`src/rtl/wide_add_seq.sv`:
```
// wide_add_seq: wide adder built from one shared 16-bit slice, LSB slice first, one slice per clock.
// Define WIDE_ADD_SEQ_SUB_EN to add a 'sub' port that selects a-b (cout=1 means no borrow).
module wide_add_seq #(
  parameter int WORDS = 4
) (
  input  logic                clk,
  input  logic                rst_n,
  input  logic                in_valid,
  output logic                in_ready,
  input  logic [16*WORDS-1:0] a,
  input  logic [16*WORDS-1:0] b,
  input  logic                cin,
`ifdef WIDE_ADD_SEQ_SUB_EN
  input  logic                sub,
`endif
  output logic                out_valid,
  input  logic                out_ready,
  output logic [16*WORDS-1:0] sum,
  output logic                cout,
  output logic                busy
);
  localparam int W  = 16*WORDS;
  localparam int IW = WORDS > 1 ? $clog2(WORDS) : 1;
  typedef enum logic [1:0] {IDLE, RUN, DONE} state_t;
  state_t        state, nxt;
  logic [W-1:0]  a_q, b_q, b_in;
  logic [IW-1:0] idx;
  logic          carry, c_in, c, last;
  logic [15:0]   s;
`ifdef WIDE_ADD_SEQ_SUB_EN
  // two's-complement subtract: invert B and force the initial carry
  assign b_in = sub ? ~b : b;
  assign c_in = sub | cin;
`else
  assign b_in = b;
  assign c_in = cin;
`endif
  assign last   = idx == IW'(WORDS-1);
  assign {c, s} = {1'b0, a_q[16*idx +: 16]} + {1'b0, b_q[16*idx +: 16]} + {16'b0, carry};
  always_ff @(posedge clk or negedge rst_n)
    if (!rst_n) begin
      state <= IDLE;
      idx   <= '0;
      carry <= 1'b0;
      a_q   <= '0;
      b_q   <= '0;
      sum   <= '0;
      cout  <= 1'b0;
    end else begin
      state <= nxt;
      if (state == IDLE && in_valid) begin
        a_q   <= a;
        b_q   <= b_in;
        carry <= c_in;
        idx   <= '0;
        sum   <= '0;
        cout  <= 1'b0;
      end else if (state == RUN) begin
        sum[16*idx +: 16] <= s;
        carry             <= c;
        idx               <= last ? idx : idx + 1'b1;
        if (last) cout <= c;
      end
    end
  always_comb begin
    nxt = state;
    case (state)
      IDLE:    if (in_valid) nxt = RUN;
      RUN:     if (last) nxt = DONE;
      DONE:    if (out_ready) nxt = IDLE;
      default: nxt = IDLE;
    endcase
  end
  always_comb begin
    in_ready  = state == IDLE;
    out_valid = state == DONE;
    busy      = state != IDLE;
  end
endmodule
```
`config.mk`:
```
export PLATFORM = sky130hd
export DESIGN_NAME = wide_add_seq
export DESIGN_NICKNAME = d
export VERILOG_FILES = /design/src/rtl/wide_add_seq.sv
export SDC_FILE = /design/constraint.sdc
export NUM_CORES = 1
export LEC_CHECK = 0
export ABC_AREA = 0
export CORE_MARGIN = 2
export CORE_UTILIZATION = 47
export CTS_BUF_LIST = sky130_fd_sc_hd__clkbuf_4 sky130_fd_sc_hd__clkbuf_8
export DETAILED_ROUTE_END_ITERATION = 10
export PLACE_DENSITY_LB_ADDON = 0.2
export SKIP_LAST_GASP = 1
export SLEW_MARGIN = 10
export SYNTH_ARGS = -nofsm -noshare
export SYNTH_HDL_FRONTEND = slang
export SYNTH_SLANG_ARGS = --single-unit
```
`constraint.sdc`:
```
create_clock -name clk -period 3.9 [get_ports clk]
set_input_delay 0.39 -clock clk [delete_from_list [all_inputs] [get_ports clk]]
set_output_delay 0.39 -clock clk [all_outputs]
set_load 0.02 [all_outputs]
```
# After elaboration in Yosys (flattened, before gate mapping)
# Index checks and enable logic that the tools add are counted.
[classes]
addsub = 4
n_eq_ne = 7
n_shift = 4
mux = 15
reduce_logical = 8
[op_table]
columns = ["cell", "count"]
rows = [
  ["$mux W64", 2],
  ["$shiftx A64 B7 Y16", 2],
  ["$bwmux W64", 1],
  ["$shift A16 B34 Y64 const A", 1],
  ["$shiftx A16 B34 Y64", 1],
  ["$neg A6 Y34", 1],
  ["$add A16 B16 Y17", 1],
  ["$add A17 B1 Y17", 1],
  ["$mux W2", 6],
  ["$pmux W2 S3", 1],
  ["$reduce_bool A2 Y1", 3],
  ["$mux W1", 5],
  ["$eq A2 B2 Y1 const B", 2],
  ["$ne A2 B1 Y1 const B", 2],
  ["$ne A2 B2 Y1 const B", 2],
  ["$reduce_and A2 Y1", 2],
  ["$reduce_and A3 Y1", 1],
  ["$add A2 B1 Y2 const B", 1],
  ["$eq A2 B1 Y1 const B", 1],
  ["$logic_not A2 Y1", 1],
  ["$logic_and A1 B1 Y1", 1],
]
[totals]
ff_bits = 198
word_cells = 45

# Depth between registers and ports, before layout
# Gate-level depths: netlist of the first run.
[depth]
word_depth = 7
depth_mapped = 12
depth_no_buf = 10

# Worst setup path before layout of the first run
# Ideal clock, no wire load.
[synth_path]
kind = "register to register"
from = "reg idx[0]"
to = "reg sum[30]"
setup_ns = 0.066
t_arrival_ns = 3.699
path_slack_ns = 0.135
path_stages_with_launch = 13
n_path_buf = 2
synth_period_minus_slack_ns = 3.765
cell_sequence = "dfrtp_1 -> clkbuf_1 -> buf_2 -> mux4_2 -> fa_1 -> inv_1 -> fa_1 -> nor2b_4 -> o31a_1 -> a31o_1 -> a32o_1 -> a221oi_2 -> a22o_1"
[synth_between]
elab_chain_len = 7
elab_cells_between_ends = 10
cone_classes = "add/sub (3); shift (4); mux (3)"
[synth_rtl]
columns = ["element", "line", "rtl"]
rows = [
  ["start: declaration", "27", "logic [IW-1:0] idx;"],
  ["start signal: assignment", "61", "idx <= last ? idx : idx + 1'b1;"],
  ["$shiftx A64 B7 Y16", "39", "assign {c, s} = {1'b0, a_q[16*idx +: 16]} + {1'b0, b_q[16*idx +: 16]} + {16'b0, carry};"],
  ["$add A16 B16 Y17", "39", ""],
  ["$add A17 B1 Y17", "39", ""],
  ["$shiftx A16 B34 Y64", "59", "sum[16*idx +: 16] <= s;"],
  ["$bwmux W64 *", "59", ""],
  ["$mux W64 *", "58", "end else if (state == RUN) begin"],
  ["$mux W64 *", "51", "if (state == IDLE && in_valid) begin"],
  ["end signal: indexed assignment", "59", ""],
  ["end: declaration", "18", "output logic [16*WORDS-1:0] sum,"],
]
# Mark *: on every way between the ends. The rest lies on a longest branch, timed or not. The select of a mux whose other input is x is not followed.
# A chain may end at the register's enable or synchronous reset.

# Final worst setup path of the first run
# Ends and elaborated chain as after synthesis.

==> results.cfg, run 1 <==
[logic_synthesis]
syn_inst = 615
synth_top_area_share_pct = 55.7
ys.flop_type = dfrtp_1
syn_area_um2 = 8900
synth_nets = 769
synth.avg_cell_area_um2 = 14.5
ys_seq_area_share_pct = 55.7
ys_types = 48
ys_warn_count = 0
synth_area_leaders = dfrtp_1 (56%), mux2_2 (16%), mux4_2 (8.1%), a22o_1 (5.4%), ha_1 (2.7%)
synth_edf_count = 0
synth.largest_area_cell = dfrtp_1
ys_ff_latch = 198
synthArstFlopShare_pct = 100

[critical_path]
critPathCaptureType = flip-flop
crit_path_start_kind = flip-flop
r2r_cells = 10
rr_startpoint = idx[0]$_DFFE_PN0P_
cp_max_fo = 13
crit_start = idx[0]$_DFFE_PN0P_
rrSetupSlack_ns = 0.41
regToRegEndpoint = sum[30]$_DFFE_PN0P_
arrival_ns = 3.91
crit_type = reg2reg
crit_required_ns = 4.31

[clocking]
clockBufferDepth = 2
cts_tree = done
clock-sinks = 198
cts_max_level = 4
cts_buffers = 17
clkSlewWorstSetupHoldPaths_ns = 0.10
clock_latency_ns = 0.48
root_buffer = clkbuf_8

[final_layout]
n_antenna_cell = 0
drive_above_1_share_pct = 26.4
instances_no_fill = 1059
syn2layout_area_growth_pct = 30.3
fin_util_pct = 62.2
mostFrequentLayoutCell = clkdlybuf4s50_1
final_cell_mix = clkdlybuf4s50_1 (199), dfrtp_1 (196), mux2_2 (128)
nets = 966

[floorplan]
die_height_um = 142
fp.dieW_um = 142
std_cell_rows = 50
dieArea_um2 = 20100
placeableCoreArea_um2 = 18600
start_util_pct = 47.7
io_pins = 201

[run]
maxCapViolations = 0

[route]
wirelength_um = 21900
vias = 6069
ant_nets = 0
routedWlPerCell_um = 20.6
viasPerCell = 5.73
initialDrtViolationCount = 379
drc = 0
drt-pass1-iter-count = 5

[placement]
gp_congestion = 0.848
hpwl_um = 16500
place_inst = 1026
io_buffers = 200

[global_routing]
grt_usage_pct = 22.7
grt_pass1_wl_um = 34800
grt_pass1_vias = 6294
antenna_found_initial = 0
grt-ovfl-total = 0
grt_max_degree = 87

[sta]
setup_viol = 0
skew_ns = 0.0187
maxSlewViolCount = 0
tns_ns = 0
timing.final.crit_share_pct = 89.6
rsz0062_at_grt = no
hold_violations = 0
worstMarginPinSlew_ns = 0.778
max_slew_margin_pct = 48.1
fmax_mhz = 286
min_period_ns = 3.49

[worst_hold_path]
holdCritPathClass = in2async

[run_status]
status = finished, final reports clean

[pwr]
power.density_nw_per_um2 = 1030
peakVddDrop_mv = 0.489
cellLeakagePower_nw = 4.85
## stage by stage
stage / setup slack, ns / area [um2] / total power, mW / hold WS (ns)
after global routing: 0.219 / 11600 / 12.8 / 0.491
after global placement: 0.544 / 11200 / 10.3 / 0.425
after detailed placement: 0.444 / 11200 / 10.6 / 0.435
after floorplan: 0.135 / 8900 / 8.31 / 0.0944
final: 0.405 / 11600 / 12.0 / 0.456
after CTS: 0.410 / 11600 / 12.0 / 0.465
## cells in the mapped netlist, types with 2 or more instances
cell      instances
inv_1             9
buf_2            21
nor4_1            2
dfrtp_1         198
clkbuf_1         15
a21oi_1          10
ha_1             19
nand2_1          27
or4_1             2
nand4_1           3
nand2b_1          4
o21ai_0          19
a221oi_1          2
mux2_2          128
xor2_1            3
fa_1              2
a21o_1            8
a211oi_1          3
nor2_1           12
and3_1            2
nor3b_1           2
a31oi_1           2
xnor2_1           9
a22o_1           55
o211ai_1          2
o21a_1            3
mux4_2           32
## how the worst max path moves through the flow
stage / slack, ns / endpoint / depth (start not counted)
after floorplan: 0.14 / sum[30]$_DFFE_PN0P_ / 12
after global placement: 0.54 / sum[30]$_DFFE_PN0P_ / 10
after detailed placement: 0.44 / sum[30]$_DFFE_PN0P_ / 10
after CTS: 0.41 / sum[30]$_DFFE_PN0P_ / 10
after global routing: 0.22 / sum[29]$_DFFE_PN0P_ / 9
final: 0.41 / sum[30]$_DFFE_PN0P_ / 10
## flip-flops by register name, summed over array words and instances (netlist names)
signal / cells
carry: 1
b_q: 64
sum: 64
cout: 1
state: 2
a_q: 64
idx: 2
## what timing repair did
action	CTS	global route
endpoints found under the hold margin	68	0
resized for setup	0	0
buffers inserted	0	0
hold buffers	1	0
setup endpoints to repair	0	0
## power by group
part	internal (mW)	switching (mW)	leakage, nW
logic	3.18	3.85	2.20
clock network	0.611	0.741	0.192
registers	2.98	0.588	2.46
## layout make-up
type	count	area [um2]
multi-input cells	372	3770
inverters	9	33.8
clock buffers	19	262
clock inverters	13	149
well taps	234	293
repair buffers	214	2140
flip-flops and latches	198	4960
fillers	1409	7040
## critical path, cell delays in order, from the launching register on
cell and delay (ns):
dfrtp_2 0.58, mux4_2 0.57, fa_1 0.45, inv_1 0.09
fa_1 0.25, nor2b_4 0.06, o31a_1 0.30, a31o_1 0.29
a32o_1 0.23, a221oi_2 0.41, a22o_1 0.20
## cells by family (layout without fill, tap and decap cells)
| kind of cell | count (synthesis) | count (layout) | share of synthesized area, % |
|---|---|---|---|
| XOR/XNOR | 12 | 12 | 1.18 |
| multiplexers | 160 | 160 | 24.3 |
| AND/OR/NAND/NOR | 62 | 62 | 3.40 |
| flip-flops | 198 | 198 | 55.7 |
| buffers and inverters | 45 | 255 | 2.19 |
| AO/OA/AOI/OAI | 117 | 117 | 10.1 |
| adder cells (fa/ha/maj) | 21 | 21 | 3.12 |
## layer usage
metal | vias up | global-route usage, % | wire, um
met4 | 0 | 7.26 | 410
li1 | 2713 | - | -
met5 | - | 0 | 0
met3 | 35 | 5.80 | 1520
met1 | 3090 | 30.5 | 9420
met2 | 231 | 36.4 | 10500
Note: power is estimated with default switching activity, not from simulation.
==> run 2: changes to the inputs <==
SLEW_MARGIN = 20   (was 10)
==> results of run 2 <==
Same layout as run 1: the final DEF is identical, and so are final timing and power.
==> run 3: changes to the inputs <==
SLEW_MARGIN = 10   (was 20)
==> results of run 3 <==
Same layout as run 1: the final DEF is identical, and so are final timing and power.
